==> src/rtl/mdr_load_ctrl.sv <==
// rtl/mdr_load_ctrl.sv - load-path controller: range/alignment check, fixed-latency read, byte/half alignment into MDR
module mdr_load_ctrl #(
  parameter int MEM_LATENCY = 2,
  parameter int MEM_BYTES   = 256
) (
  input  logic        clk,
  input  logic        reset,
  input  logic        loadReq,
  input  logic [1:0]  loadSel,
  input  logic [31:0] addrIn,
  output logic [31:0] memAddr,
  output logic        memRead,
  input  logic [31:0] memData,
  output logic [31:0] mdrOut,
  output logic [1:0]  exceptionControl,
  output logic        loadDone,
  output logic        busy
);

  localparam int CW = $clog2(MEM_LATENCY + 1);

  typedef enum logic [2:0] {
    S_IDLE,
    S_READ,
    S_WAIT,
    S_DONE,
    S_EXC
  } state_t;

  state_t        state, state_nx;
  logic [CW-1:0] cnt;
  logic [1:0]    addr_lo;   // only the byte lane of the latched address matters after acceptance
  logic [1:0]    sel_q;
  logic          out_of_range;
  logic          misaligned;
  logic [1:0]    exc_code;
  logic [31:0]   aligned;

  // Request checks; range wins over alignment, so range is tested first
  always_comb begin
    out_of_range = (addrIn >= 32'(MEM_BYTES));
    misaligned   = ((loadSel == 2'b01) && addrIn[0]) ||
                   (loadSel[1] && (addrIn[1:0] != 2'b00));
    exc_code     = 2'b00;
    if (out_of_range) begin
      exc_code = 2'b10;
    end else if (misaligned) begin
      exc_code = 2'b01;
    end
  end

  // Shift the addressed byte/halfword of the memory word down to the LSBs
  always_comb begin
    aligned = memData;
    case (sel_q)
      2'b00:   aligned = (memData >> {addr_lo, 3'b000}) & 32'h0000_00FF;
      2'b01:   aligned = (memData >> {addr_lo[1], 4'b0000}) & 32'h0000_FFFF;
      default: aligned = memData;
    endcase
  end

  // State register
  always_ff @(posedge clk) begin
    if (!reset) begin
      state <= S_IDLE;
    end else begin
      state <= state_nx;
    end
  end

  // Next-state and strobe outputs
  always_comb begin
    state_nx = state;
    memRead  = 1'b0;
    loadDone = 1'b0;
    busy     = (state != S_IDLE);
    case (state)
      S_IDLE: begin
        if (loadReq) begin
          state_nx = (exc_code != 2'b00) ? S_EXC : S_READ;
        end
      end
      S_READ: begin
        memRead  = 1'b1;
        state_nx = S_WAIT;
      end
      S_WAIT: begin
        // the cycle in which the counter steps to zero carries valid memData
        if (cnt <= CW'(1)) begin
          state_nx = S_DONE;
        end
      end
      S_DONE: begin
        loadDone = 1'b1;
        state_nx = S_IDLE;
      end
      S_EXC: begin
        loadDone = 1'b1;
        state_nx = S_IDLE;
      end
      default: state_nx = S_IDLE;
    endcase
  end

  // Request latch, memory address, latency counter, MDR and exception code
  always_ff @(posedge clk) begin
    if (!reset) begin
      cnt              <= '0;
      addr_lo          <= 2'b00;
      sel_q            <= 2'b00;
      memAddr          <= 32'h0;
      mdrOut           <= 32'h0;
      exceptionControl <= 2'b00;
    end else begin
      case (state)
        S_IDLE: begin
          if (loadReq) begin
            addr_lo          <= addrIn[1:0];
            sel_q            <= loadSel;
            exceptionControl <= exc_code;
            if (exc_code == 2'b00) begin
              memAddr <= {addrIn[31:2], 2'b00};
            end
          end
        end
        S_READ: begin
          cnt <= CW'(MEM_LATENCY);
        end
        S_WAIT: begin
          cnt <= cnt - CW'(1);
          if (state_nx == S_DONE) begin
            mdrOut <= aligned;
          end
        end
        default: begin
        end
      endcase
    end
  end

endmodule
==> config.mk <==
export PLATFORM = sky130hd
export DESIGN_NAME = mdr_load_ctrl
export DESIGN_NICKNAME = d
export VERILOG_FILES = /design/src/rtl/mdr_load_ctrl.sv
export SDC_FILE = /design/constraint.sdc
export NUM_CORES = 1
export LEC_CHECK = 0
export CAP_MARGIN = 20
export CELL_PAD_IN_SITES_DETAIL_PLACEMENT = 2
export CELL_PAD_IN_SITES_GLOBAL_PLACEMENT = 2
export CORE_UTILIZATION = 24
export CTS_BUF_LIST = sky130_fd_sc_hd__clkbuf_4
export DETAILED_ROUTE_END_ITERATION = 10
export GPL_ROUTABILITY_DRIVEN = 0
export PLACE_DENSITY = 0.82
export SETUP_SLACK_MARGIN = 0.4
export SYNTH_ARGS = -nofsm -noshare
export SYNTH_HDL_FRONTEND = slang
export SYNTH_SLANG_ARGS = --single-unit
==> constraint.sdc <==
create_clock -name clk -period 1.9 [get_ports clk]
set_input_delay 0.475 -clock clk [delete_from_list [all_inputs] [get_ports clk]]
set_output_delay 0.475 -clock clk [all_outputs]
set_load 0.005 [all_outputs]
Yosys cells after proc, flatten, opt, wreduce, memory -nomap -nowiden
Index checks and enable logic that the tools add are counted.
{"block": "word_totals", "ff_bits": 73, "latchBits": 0, "ram_bits": 0, "mem_bits_ro": 0, "inputBits": 69, "out_inout_bits": 69, "elab_cells": 43, "mem_count": 0}
{"block": "op_classes", "n_addsub": 1, "mul": 0, "div": 0, "order_cmp": 2, "eq_ne": 7, "shifts": 2, "mux": 10, "bitwise": 0, "n_reduce_logical": 14}
{"cell": "$pmux 32 s2", "n": 1}
{"cell": "$ge 32x9->1 const B", "n": 1}
{"cell": "$shr 32x5->16", "n": 1}
{"cell": "$shr 32x5->8", "n": 1}
{"cell": "$eq 3x2->1 const B", "n": 3}
{"cell": "$mux 3", "n": 3}
{"cell": "$pmux 3 s3", "n": 1}
{"cell": "$reduce_bool 2->1", "n": 3}
{"cell": "$eq 2x1->1 const B", "n": 2}
{"cell": "$logic_not 2->1", "n": 2}
{"cell": "$pmux 2 s2", "n": 1}
{"cell": "$reduce_and 2->1", "n": 2}
{"cell": "$eq 3x1->1 const B", "n": 1}
{"cell": "$eq 3x3->1 const B", "n": 1}
{"cell": "$logic_not 3->1", "n": 1}
{"cell": "$mux 1", "n": 3}
{"cell": "$reduce_and 3->1", "n": 1}
{"cell": "$reduce_bool 3->1", "n": 1}
{"cell": "$le 2x1->1 const B", "n": 1}
{"cell": "$logic_and 1x1->1", "n": 2}
{"cell": "$mux 2", "n": 1}
{"cell": "$reduce_or 2->1", "n": 1}
{"cell": "$sub 2x1->2 const B", "n": 1}
{"cell": "$logic_or 1x1->1", "n": 1}

Depth between registers and ports, before layout
Gate-level depths: netlist (run 1).
{"block": "logic_depth", "word_depth": 11, "ltp_mapped": 8, "mapped_depth_nobuf": 7}

Worst setup path after synthesis (run 1)
No wires, ideal clock.
{"block": "synth_timing", "path_type": "in2reg", "startpoint": "input addrIn[20]", "endpoint": "register memAddr[10]", "setup_ps": 115, "t_arrival_ps": 1486, "path_slack_ps": 298, "cell_stages": 6, "cell_sequence": "nor4_1 > nand4_1 > nor2_2 > nand3_2 > clkbuf_2 > and3_1"}
{"block": "synth_between", "elab_chain_len": 4}
{"item": "start: declaration", "line_no": "10", "source": "input logic [31:0] addrIn,"}
{"item": "$ge 32x9->1", "line_no": "41", "source": "out_of_range = (addrIn >= 32'(MEM_BYTES));"}
{"item": "$mux 2", "line_no": "45", "source": "if (out_of_range) begin"}
{"item": "$logic_not 2->1", "line_no": "121", "source": "if (exc_code == 2'b00) begin"}
{"item": "$reduce_and 3->1 (no source line)"}
{"item": "end signal: assignment", "line_no": "122", "source": "memAddr <= {addrIn[31:2], 2'b00};"}
{"item": "end: declaration", "line_no": "11", "source": "output logic [31:0] memAddr,"}
Every way passes these cells.
A chain may end at the register's enable or synchronous reset.

Worst setup path in the final report (run 1)
{"block": "layout_timing", "startpoint": "register state[0]", "endpoint": "output loadDone"}
{"block": "layout_between", "elab_chain_len": 3, "elab_cells_between_ends": 4, "cone_classes": "eq/ne (2); mux (1); reduce/logical (1)"}
{"item": "start: declaration", "line_no": "30", "source": "state_t state, state_nx;"}
{"item": "start signal: assignment", "line_no": "67", "source": "state <= state_nx;"}
{"item": "$eq 3x3->1 / $eq 3x2->1 (equally long branches)", "line_no": "77", "source": "case (state)"}
{"item": "$reduce_or 2->1 (no source line) *"}
{"item": "$mux 1 *", "line_no": "77"}
{"item": "end: declaration", "line_no": "16", "source": "output logic loadDone,"}
Every way passes the cells marked *; elsewhere a longest branch is shown, timed or not.

==> reports/summary.txt, run 1 <==
Final Setup Violations: 0
clk root buf: clkbuf_4
TritonCTS clock tree: done
Worst path max stage delay: 0.39 ns
worst vdd ir: 344 uV
Initial Util: 24.5%
vias in the first global route: 3,706
Die ar.: 13,300 um2
Synth Register Bits: 73
Worst setup EP type: output port
DR vias: 3,350
worst-case clock buffer depth: 2
drt first-iter violations: 74
H-tree depth: 3
power per cell area: 591 nW/um2
first-pass GRT wire length: 20,000 um
routing usage on met1: 21.7%
max-cap viol count: 0
pin count of the biggest net entering global routing: 58
Placed Area: 4700 um2
Die Wd: 115 um
Core Box Area: 12,600 um2
Final HPWL DP: 8530 um
pre-CTS WS: -0.286 ns
met3 usage: 4.06%
Post-Synthesis Cells: 353
multi-input logic area: 1700 um2
Ys Warns: 0
ANT nets after route: 0
met2 global-route usage: 38.5%
DRC Markers: 2
setup TNS: 0 ns
Pleak: 2.29 nW
ys async rst share: 0%
cell area after layout: 5280 um2
fin util: 42.0%
unrepaired setup endpoints after global routing: true
CP max stage cell: dfxtp_4
status: finished, violations left
Final Hold Fails: 0
wire per inst: 19.2 um
Hold Slack: 0.388 ns
mean area per synthesized cell: 8.73 um2
kind of critical path: reg -> out
post-route setup slack: 0.132 ns
busiest grt layer: met2
Achievable Freq: 566 MHz
fin nets: 596
Yosys cell types: 40
initial antenna violation count: 2
row count: 41
largest fanout on the critical path: 4
most frequent cells after synthesis: dfxtp_1 (73), nand2_1 (49), and3_1 (25)
clk_lat worst skew: 0.44 ns
clock buffer count from CTS: 9
Post-Route WL: 13,500 um
Area Overhead vs Synth: 71.4%
Synth top area share: 47.4%
clock sink count: 73
Final Cycle Share: 93.0%
share of post-route cells with drive strength above 1: 48.4%
min cycle time layout: 1.77 ns
crit-path cells: buf_6 -> nor2_4 -> nand2_2 -> o21ai_1 -> buf_2
cell area after synthesis: 3080 um2
drt first pass iters: 7
fillcell total: 1,343
count leader, synth: dfxtp_1
failing checks: design-rule violations
post-synthesis sequential area ratio: 47.4%
Max Slew Vio Count: 0
GRT Residual Overflow: 0
critical path arrival: 1.29 ns
CP Data Required Time: 1.42 ns
dominant cell type by area after synthesis: dfxtp_1
Final Skew: 0.0155 ns
port buffer count: 135
Via density: 4.75
Post-synth EDFFs: 0
hold buffers post-CTS: 0
main area contributors after synthesis: dfxtp_1 (47%), nand2_1 (6.0%), a21boi_0 (5.6%)
DIE HEIGHT: 115 um
clock transition at the registers of the reported paths: 0.14 ns
all-layer global routing usage: 20.3%
Worst setup SP type: register
Post-synth top flop: dfxtp_1
Reg area: 1560 um2
Top Ports: 138
min-delay worst type: in -> reg
==> critical path, delay by kind of cell (launching register included) <==
family	cells	cell delay (ns)
compound gates	1	0.07
buf+inv	2	0.26
flops	1	0.39
simple gates	2	0.13
==> report_power, final <==
| part | total [mW] | switching, mW | internal, mW |
|---|---|---|---|
| clock | 1.19 | 0.631 | 0.556 |
| combinational | 0.393 | 0.189 | 0.204 |
| sequential | 1.54 | 0.00781 | 1.53 |
==> metal layers <==
metal | up-vias | routed length, um
met5 | - | 0
li1 | 1577 | -
met2 | 87 | 7330
met1 | 1668 | 5320
met3 | 18 | 595
met4 | 0 | 283
==> logic make-up (layout without fill, tap and decap cells) <==
kind of cell | count (synthesis) | count (layout) | share of synthesized area, %
and+or+nand+nor | 143 | 143 | 23.6
xor gates and xnor gates | 1 | 1 | 0.284
adders and majority gates | 1 | 1 | 0.406
AOI/OAI and AO/OA | 88 | 88 | 19.7
other | 1 | 4 | 0.122
buffers and inverters | 37 | 214 | 5.60
muxes | 9 | 9 | 2.92
DFF | 73 | 73 | 47.4
==> state kept, by name, summed over array words and instances, names as in the netlist <==
register          flops
addr_lo               2
exceptionControl      2
memAddr              30
sel_q                 2
cnt                   2
mdrOut               32
state                 3
==> placed cells by master (no fill, tap or decap), types with 4 or more instances in the layout <==
master / instances
dfxtp_1: 4
o21ai_1: 5
clkdlybuf4s15_1: 16
buf_12: 5
a21o_1: 7
clkbuf_2: 43
nor3_1: 5
nand2_1: 45
dlygate4sd2_1: 5
and3_4: 15
o21a_1: 5
nor3b_1: 9
dfxtp_2: 66
nor2b_1: 7
a21boi_0: 21
nand2_2: 4
buf_6: 15
clkdlybuf4s50_1: 40
o21ai_0: 7
a21oi_1: 15
nor2_1: 13
a21boi_1: 5
nor4_4: 5
and3_1: 10
nand3_1: 16
clkbuf_4: 10
a221oi_1: 8
buf_2: 23
buf_4: 41
mux2i_1: 9
==> cell type report <==
class | count | share of cell area, %
sequential | 73 | 29.4
inverter | 3 | 0.284
clock buffer | 10 | 1.42
clock inverter | 6 | 1.73
multi-input combinational | 244 | 32.2
tap | 172 | 4.07
antenna | 2 | 0.0947
timing repair buffer | 195 | 30.8
==> worst paths after layout <==
kind	startpoint	end	slack, ns	depth (start not counted)
setup reg to reg	state[2]	mdrOut[1]	0.19	7
hold reg to reg	mdrOut[21]	mdrOut[21]	0.47	2
hold / removal	loadSel[1]	sel_q[1]	0.39	3
setup / recovery	state[0]	loadDone	0.13	5
==> stage by stage <==
step                      cells  total power, mW
after floorplan             354             1.72
after CTS                   686             3.10
after global routing        705             3.22
after detailed placement    644             1.95
after global placement      644             1.94
final                       705             3.12
==> what timing repair did <==
item                       4_1_cts  5_1_grt
gates resized for setup        297      117
cloned                           2        0
setup endpoints to repair      132      116
buffers inserted                24       17
pin swaps                       13       15
Note: power is estimated with default switching activity, not from simulation.
==> run 2, diff against run 1 <==
CAP_MARGIN = 10   (was 20)
==> results of run 2 <==
The final DEF is identical to that of run 1; final timing and power are the same.
